$ cat config.mk
export PLATFORM = sky130hd
export DESIGN_NAME = div_unit
export DESIGN_NICKNAME = d
export VERILOG_FILES = /design/src/rtl/div_unit_pkg.sv /design/src/rtl/div_unit.sv
export SDC_FILE = /design/constraint.sdc
export NUM_CORES = 1
export LEC_CHECK = 0
export ABC_AREA = 1
export BUFFER_PORTS_ARGS = -buffer_cell sky130_fd_sc_hd__buf_2
export CAP_MARGIN = 10
export CORE_MARGIN = 1
export CORE_UTILIZATION = 23
export CTS_CLUSTER_DIAMETER = 40
export DETAILED_ROUTE_END_ITERATION = 7
export PLACE_DENSITY = 0.48
export SLEW_MARGIN = 15
export SYNTH_ARGS = -nofsm -noshare
export SYNTH_HDL_FRONTEND = slang
export SYNTH_SLANG_ARGS = --single-unit
$ cat constraint.sdc
create_clock -name clk -period 7.3 [get_ports clk]
set_input_delay 1.095 -clock clk [delete_from_list [all_inputs] [get_ports clk]]
set_output_delay 1.095 -clock clk [all_outputs]
set_load 0.01 [all_outputs]
$ cat src/rtl/div_unit_pkg.sv
`default_nettype none
// ============================================================================
// Module      : div_unit_pkg
// Description : Shared encodings, handshake levels and helpers for div_unit.
// Revision    : 1.0 - initial release
// ============================================================================
package div_unit_pkg;

    typedef enum logic [1:0] {
        DivFree   = 2'b00,
        DivByZero = 2'b01,
        DivOn     = 2'b10,
        DivEnd    = 2'b11
    } div_state_e;

    localparam logic DivStart = 1'b1;
    localparam logic DivStop  = 1'b0;

    // Helper width; callers zero-extend into it and truncate the result,
    // which yields the two's-complement negation at any operand width up to this.
    localparam int NEG_W = 128;

    function automatic logic [NEG_W-1:0] twos_negate(input logic [NEG_W-1:0] v);
        return ~v + NEG_W'(1);
    endfunction

endpackage
`default_nettype wire

$ cat src/rtl/div_unit.sv
`default_nettype none
// ============================================================================
// Module      : div_unit
// Description : Multi-cycle restoring integer divider, one quotient bit per
//               clock, signed/unsigned, with divide-by-zero and annul support.
// Revision    : 1.0 - initial release
// ============================================================================
module div_unit
    import div_unit_pkg::*;
#(
    parameter int WIDTH = 32
) (
    input  logic                 clk,
    input  logic                 rst,
    input  logic                 signed_div_i,
    input  logic [WIDTH-1:0]     opdata1_i,
    input  logic [WIDTH-1:0]     opdata2_i,
    input  logic                 start_i,
    input  logic                 annul_i,
    output logic [2*WIDTH-1:0]   result_o,
    output logic                 ready_o,
    output logic                 busy_o
);

    localparam int                 c_cnt_w     = $clog2(WIDTH) + 1;
    localparam logic [c_cnt_w-1:0] c_last_iter = c_cnt_w'(WIDTH - 1);
    localparam logic [c_cnt_w-1:0] c_cnt_one   = c_cnt_w'(1);

    div_state_e           r_state;
    div_state_e           w_state_next;

    logic [c_cnt_w-1:0]   r_cnt;
    logic [WIDTH:0]       r_rem;
    logic [WIDTH-1:0]     r_dividend;
    logic [WIDTH-1:0]     r_divisor;
    logic                 r_sign1;
    logic                 r_sign2;
    logic                 r_signed;
    logic [2*WIDTH-1:0]   r_result;
    logic                 r_ready;

    logic                 w_accept;
    logic                 w_last;
    logic [WIDTH-1:0]     w_abs1;
    logic [WIDTH-1:0]     w_abs2;
    logic [WIDTH:0]       w_shifted;
    logic [WIDTH:0]       w_trial;
    logic                 w_qbit;
    logic [WIDTH:0]       w_rem_next;
    logic [WIDTH-1:0]     w_quot;
    logic [WIDTH-1:0]     w_rem;
    logic [WIDTH-1:0]     w_quot_fix;
    logic [WIDTH-1:0]     w_rem_fix;

    assign w_accept = (start_i == DivStart) && !annul_i;
    assign w_last   = (r_cnt == c_last_iter);

    always_comb begin
        w_abs1 = opdata1_i;
        w_abs2 = opdata2_i;
        if (signed_div_i && opdata1_i[WIDTH-1])
            w_abs1 = WIDTH'(twos_negate(NEG_W'(opdata1_i)));
        if (signed_div_i && opdata2_i[WIDTH-1])
            w_abs2 = WIDTH'(twos_negate(NEG_W'(opdata2_i)));
    end

    // Trial subtraction is WIDTH+1 bits wide; its MSB is the borrow/sign.
    always_comb begin
        w_shifted  = (r_rem << 1) | {{WIDTH{1'b0}}, r_dividend[WIDTH-1]};
        w_trial    = w_shifted - {1'b0, r_divisor};
        w_qbit     = ~w_trial[WIDTH];
        w_rem_next = w_qbit ? w_trial : w_shifted;
        w_quot     = {r_dividend[WIDTH-2:0], w_qbit};
        w_rem      = WIDTH'(w_rem_next);
        w_quot_fix = w_quot;
        w_rem_fix  = w_rem;
        if (r_signed && (r_sign1 ^ r_sign2))
            w_quot_fix = WIDTH'(twos_negate(NEG_W'(w_quot)));
        if (r_signed && r_sign1)
            w_rem_fix = WIDTH'(twos_negate(NEG_W'(w_rem)));
    end

    always_ff @(posedge clk) begin
        if (rst)
            r_state <= DivFree;
        else
            r_state <= w_state_next;
    end

    always_comb begin
        w_state_next = r_state;
        case (r_state)
            DivFree: begin
                if (w_accept)
                    w_state_next = (opdata2_i == '0) ? DivByZero : DivOn;
            end
            DivByZero: w_state_next = DivEnd;
            DivOn: begin
                if (annul_i)
                    w_state_next = DivFree;
                else if (w_last)
                    w_state_next = DivEnd;
            end
            DivEnd: begin
                if (start_i == DivStop)
                    w_state_next = DivFree;
            end
            default: w_state_next = DivFree;
        endcase
    end

    // The dividend register doubles as the quotient shift register: each
    // iteration consumes its MSB and shifts the new quotient bit into its LSB.
    always_ff @(posedge clk) begin
        if (rst) begin
            r_cnt      <= '0;
            r_rem      <= '0;
            r_dividend <= '0;
            r_divisor  <= '0;
            r_sign1    <= 1'b0;
            r_sign2    <= 1'b0;
            r_signed   <= 1'b0;
            r_result   <= '0;
            r_ready    <= 1'b0;
        end else begin
            case (r_state)
                DivFree: begin
                    r_result <= '0;
                    r_ready  <= 1'b0;
                    if (w_accept) begin
                        r_cnt      <= '0;
                        r_rem      <= '0;
                        r_dividend <= w_abs1;
                        r_divisor  <= w_abs2;
                        r_sign1    <= opdata1_i[WIDTH-1];
                        r_sign2    <= opdata2_i[WIDTH-1];
                        r_signed   <= signed_div_i;
                    end
                end
                DivByZero: begin
                    r_result <= '0;
                    r_ready  <= 1'b0;
                end
                DivOn: begin
                    if (annul_i) begin
                        r_result <= '0;
                        r_ready  <= 1'b0;
                    end else begin
                        r_rem      <= w_rem_next;
                        r_dividend <= {r_dividend[WIDTH-2:0], w_qbit};
                        r_cnt      <= r_cnt + c_cnt_one;
                        if (w_last) begin
                            r_result <= {w_rem_fix, w_quot_fix};
                            r_ready  <= 1'b1;
                        end
                    end
                end
                DivEnd: begin
                    if (start_i == DivStop) begin
                        r_result <= '0;
                        r_ready  <= 1'b0;
                    end else begin
                        r_ready  <= 1'b1;
                    end
                end
                default: begin
                    r_result <= '0;
                    r_ready  <= 1'b0;
                end
            endcase
        end
    end

    assign result_o = r_result;
    assign ready_o  = r_ready;
    assign busy_o   = (r_state != DivFree);

endmodule
`default_nettype wire

* Word level (Yosys, flattened, before mapping)
Index checks and enable logic that the tools add are counted.
Word-level totals: flip-flop bits (word level) 172, bits in latches 0, memory bits (writable) 0, bits in read-only memories 0, input port bits 69, output and inout bits 66, logic and storage cells 74, memories kept 0
Cells by class: add/subtract/negate cells 6, multiply operators 0, div/mod/pow operators 0, $lt $le $gt $ge 0, equal/unequal tests 8, shift-type cells 0, mux-type cells 28, bitwise operators 7, reduce and logical (&&, ||, !) cells 15
Operator list (number):
- 32-bit two-way mux | 9
- 64-bit two-way mux | 3
- 64-bit one-hot mux with 3 select lines | 1
- 32-bit by 1-bit adder with 32-bit output (second input constant) | 4
- 32-bit inverter | 4
- 32-bit one-hot mux with 2 select lines | 2
- 33-bit by 1-bit bitwise OR with 33-bit output | 1
- 33-bit by 32-bit subtractor with 33-bit output | 1
- 32-bit logical NOT | 1
- 6-bit two-way mux | 2
- 6-bit one-hot mux with 2 select lines | 1
- 2-bit two-way mux | 5
- 2-bit one-hot mux with 4 select lines | 1
- 6-bit by 1-bit adder with 6-bit output (second input constant) | 1
- 6-bit by 5-bit == test with 1-bit output (second input constant) | 1
- 2-bit inequality test (second input constant) | 3
- 3-bit AND reduction | 2
- 1-bit logical AND | 5
- 2-bit == test (second input constant) | 2
- 2-bit AND reduction | 2
- 2-bit nonzero test | 2
- 1-bit two-way mux | 3
- 3-bit inequality test (second input constant) | 1
- 1-bit one-hot mux with 3 select lines | 1
- 6 further kinds | 6

* Depth between registers and ports, before layout
word-level depth 9, depth in mapped cells 29, depth with buffers taken out 27

* Least setup slack after synthesis
Ideal clock, no wire load.
kind register to register, from register r_dividend[31], to register r_result[30] (netlist: result_o[30]), setup time 70 ps, arrival 3736 ps, data required time 7230 ps, path slack 3493 ps, cell stages (with the launch flop) 29, buffers on the path 2, clock period less this slack 3807 ps, cell sequence dfxtp_1 > inv_1 > ha_1 > inv_1 > fa_1 > nand2_1 > nand2_1 > nand3_1 > nand2_1 > nand2_1 > nand2_2 > nand2_4 > nand3_4 > nand2_4 > buf_12 > buf_12 > ha_1 > nand3_1 > nor3_1 > nand2_1 > nor3_1 > nand4_1 > o21ai_0 > inv_1 > a21oi_1 > nand2_1 > a21oi_1 > o21ai_0 > a21oi_1
Between the ends: longest elaborated chain between the ends 9
RTL lines:
- start, declared | line div_unit.sv:34 | logic [WIDTH-1:0] r_dividend;
- start signal, assigned | line div_unit.sv:133 | r_dividend <= w_abs1;
- start signal, assigned | line div_unit.sv:150 | r_dividend <= {r_dividend[WIDTH-2:0], w_qbit};
- 33-bit by 1-bit bitwise OR with 33-bit output | line div_unit.sv:69 | w_shifted = (r_rem << 1) | {{WIDTH{1'b0}}, r_dividend[WIDTH-1]};
- 33-bit by 32-bit subtractor with 33-bit output | line div_unit.sv:70 | w_trial = w_shifted - {1'b0, r_divisor};
- 1-bit inverter | line div_unit.sv:71 | w_qbit = ~w_trial[WIDTH];
- 32-bit inverter | line div_unit_pkg.sv:24 | return ~v + NEG_W'(1);
- 32-bit by 1-bit adder with 32-bit output | line div_unit_pkg.sv:24
- 32-bit two-way mux | line div_unit.sv:77 | if (r_signed && (r_sign1 ^ r_sign2))
- 64-bit two-way mux | line div_unit.sv:152 | if (w_last) begin
- 64-bit two-way mux | line div_unit.sv:145 | if (annul_i) begin
- 64-bit one-hot mux with 3 select lines | line div_unit.sv:126 | case (r_state)
- end signal, assigned | line div_unit.sv:153 | r_result <= {w_rem_fix, w_quot_fix};
- end, declared | line div_unit.sv:39 | logic [2*WIDTH-1:0] r_result;
Every way passes these cells. The select of a mux whose other input is x is not followed. A chain may end at the register's enable or synchronous reset.

* Worst setup path in the final report
Ends and elaborated chain as after synthesis.

==> metrics <==
status finished, final reports clean; sequential cell area 3443 sq um; core box area 54030 sq um; first-pass GRT wire length 71880 um; synth unique cells 54; Mapped Nets 2198; P_leak 0.007212 uW; Worst-path clk slew 0.07 ns; max-slew violation count 0; hpwl dp 35700 um; drt first pass iters 5; max cap viols 0; share of post-route cells with drive strength above 1 11.76%; Post-synth ARST share 0%; Achievable Freq roughly 220 MHz; CP Max Fanout 30; Final Hold Fails 0; Area growth, synth to finish 14.75%; die footprint roughly 56000 sq um; Post CTS Setup Buffer Count 0; most frequent cells in the layout nand2_1, inv_1, a21oi_1; VDD IR max between 0.1 and 0.15 mV; Synth Register Bits 172; EDFF count, synth 0; final core utilization 26.86%; IO buf count 134; Die W between 200 and 250 um; Worst Setup End Kind register; n_diodes 0; DRT Wirelength 45270 um; Final nets between 2000 and 2500; Initial Util 23.40%; Synth Warn # 0; Num CTS Buffers 17; area of the multi-input gates 7804 sq um; cts hold-fix bufs 0; Mean Syn Cell Area around 6.0 sq um; clock buffer depth 2; final hold slack 0.4627 ns; Final setup viols 0; initial drt markers 886; vias in the first global route 12620; Skew-Pair Late Insertion Delay 0.49 ns; drt drc 0; Worst setup SP type register; total I/O pin count 135; ys flop type dfxtp_1; setup TNS 0 ns; CTS resizes 0; die extent in y 236.5 um; Register-to-Register Path Depth 26; Hold Path Depth 2; post-route setup slack 2.678 ns; fillcell total just over 6000; # H-tree levels 4; top cell type's share of synthesized area 27.23%; WP data arrival 5.04 ns; final clock skew 0.01463 ns; total global-route track usage 16.48%; PwrDens ~220 nW/um^2; Antenna Nets Post-Route 0; total grt overflow 0; Slew @ Worst Pin 1.044 ns; Synth Instances 2091; largest net degree at the start of global routing 65; mapped cell area 12640 sq um; register area share after synthesis 27.23%; most common cell after layout, fill and taps aside nand2_1; Hold Crit Class reg -> reg; largest cells by area after synthesis dfxtp_1, nand2_1, a21oi_1; via count between 10000 and 15000; RSZ-0062 raised after global routing false; DR vias/cell 4.648; gpl congestion between 0.8 and 0.9; Worst Setup Path Type reg -> reg; pre-CTS setup slack roughly 2.8 ns; Slew HR 29.95%; clock sink count around 170; period utilisation layout a little over three fifths; Avg WL per Cell ~16 um; initial antenna violation count 0; CTS root buf clkbuf_16; row count 85; Synth area leader dfxtp_1; fin crit period approximately 4.6 ns; CP required around 7.7 ns; CTS tree done
## flip-flops by register name, summed over array words and instances (netlist names)
| signal | cells |
|---|---|
| result_o | 64 |
| r_state | 2 |
| r_dividend | 32 |
| r_signed | 1 |
| r_rem | 32 |
| ready_o | 1 |
| r_divisor | 32 |
| r_cnt | 6 |
| r_sign2 | 1 |
| r_sign1 | 1 |
## power breakdown
| group | switching (uW) | total, uW | internal (uW) |
|---|---|---|---|
| clock | 448 | 993 | 545 |
| combinational | 757 | 1090 | 329 |
| sequential | 67.1 | 1060 | 994 |
## through the flow
stage / cell area (sq um) / instances / total power [uW]
2_1_floorplan: 12640 / 2091 / 1854
3_3_place_gp: 13890 / 2850 / 2161
5_1_grt: 14510 / 2881 / 3356
4_1_cts: 14510 / 2881 / 3170
3_5_place_dp: 13890 / 2850 / 2161
6_report: 14510 / 2881 / 3140
## final cells by class
class | count | area share (%)
multi-input cells | 1564 | 53.78
flip-flops and latches | 172 | 23.73
inverters | 274 | 7.088
well taps | 696 | 6.002
repair buffers | 144 | 5.156
clock buffers | 17 | 2.932
clock inverters | 14 | 1.311
## cell usage after synthesis, types with 3 or more instances
| cell type | n |
|---|---|
| nor2_1 | 177 |
| nand3_2 | 4 |
| dfxtp_1 | 172 |
| a22oi_1 | 4 |
| o21ai_2 | 3 |
| ha_1 | 37 |
| nand4_1 | 17 |
| a31oi_1 | 6 |
| xor2_1 | 41 |
| nor4_1 | 10 |
| o21ai_1 | 4 |
| nand2_1 | 624 |
| buf_6 | 5 |
| buf_1 | 10 |
| nor2_2 | 8 |
| or2_2 | 4 |
| xnor2_1 | 19 |
| o211ai_1 | 7 |
| nand3b_1 | 11 |
| nor3_2 | 3 |
| nand2_4 | 9 |
| buf_2 | 4 |
| o21bai_1 | 6 |
| nand3_1 | 143 |
| inv_2 | 6 |
| a221oi_1 | 6 |
| a21oi_1 | 206 |
| a21o_1 | 3 |
| inv_1 | 267 |
| o21ai_0 | 119 |
| clkbuf_1 | 58 |
| o221ai_1 | 10 |
| nor3_1 | 24 |
| nand2_2 | 33 |
## critical path: stages (launching register included)
cell and delay (ns):
dfxtp_1 0.30, inv_1 0.09, ha_1 0.18, inv_1 0.08, fa_1 0.40, nand2_1 0.08
nand2_1 0.08, nand3_1 0.10, nand2_1 0.11, nand2_1 0.10, nand2_2 0.09, nand2_4 0.11
nand3_4 0.12, nand2_4 0.37, ha_1 0.25, nand3_1 0.11, nor3_1 0.20, nand2_1 0.12
nor3_1 0.37, nand4_1 0.24, o21ai_0 0.31, inv_1 0.11, a21oi_1 0.19, nand2_1 0.09
a21oi_1 0.12, o21ai_0 0.12, a21oi_1 0.12
## worst paths after layout
kind | to | from | slack (ns)
worst min-delay path | result_o[48] | result_o[48] | 0.46
worst max register to register | result_o[30] | r_dividend[31] | 2.68
worst min register to register | result_o[48] | result_o[48] | 0.46
worst max-delay path | result_o[30] | r_dividend[31] | 2.68
## routing by layer
metal | track usage (%) | vias up | wire length (um)
met3 | 2.949 | 49 | 1919
met1 | 22.02 | 6177 | 21850
li1 | - | 6903 | -
met4 | 5.254 | 0 | 891
met5 | 0 | - | 0
met2 | 26.72 | 263 | 20610
## cells by family after synthesis
| kind of cell | Yosys count | synth area share, % |
|---|---|---|
| buf+inv | 355 | 11.19 |
| fa+ha+maj | 38 | 3.819 |
| flops | 172 | 27.23 |
| xor+xnor | 60 | 4.156 |
| simple gates | 1079 | 36.84 |
| compound gates | 387 | 16.76 |
(Power assumes the default switching activity.)
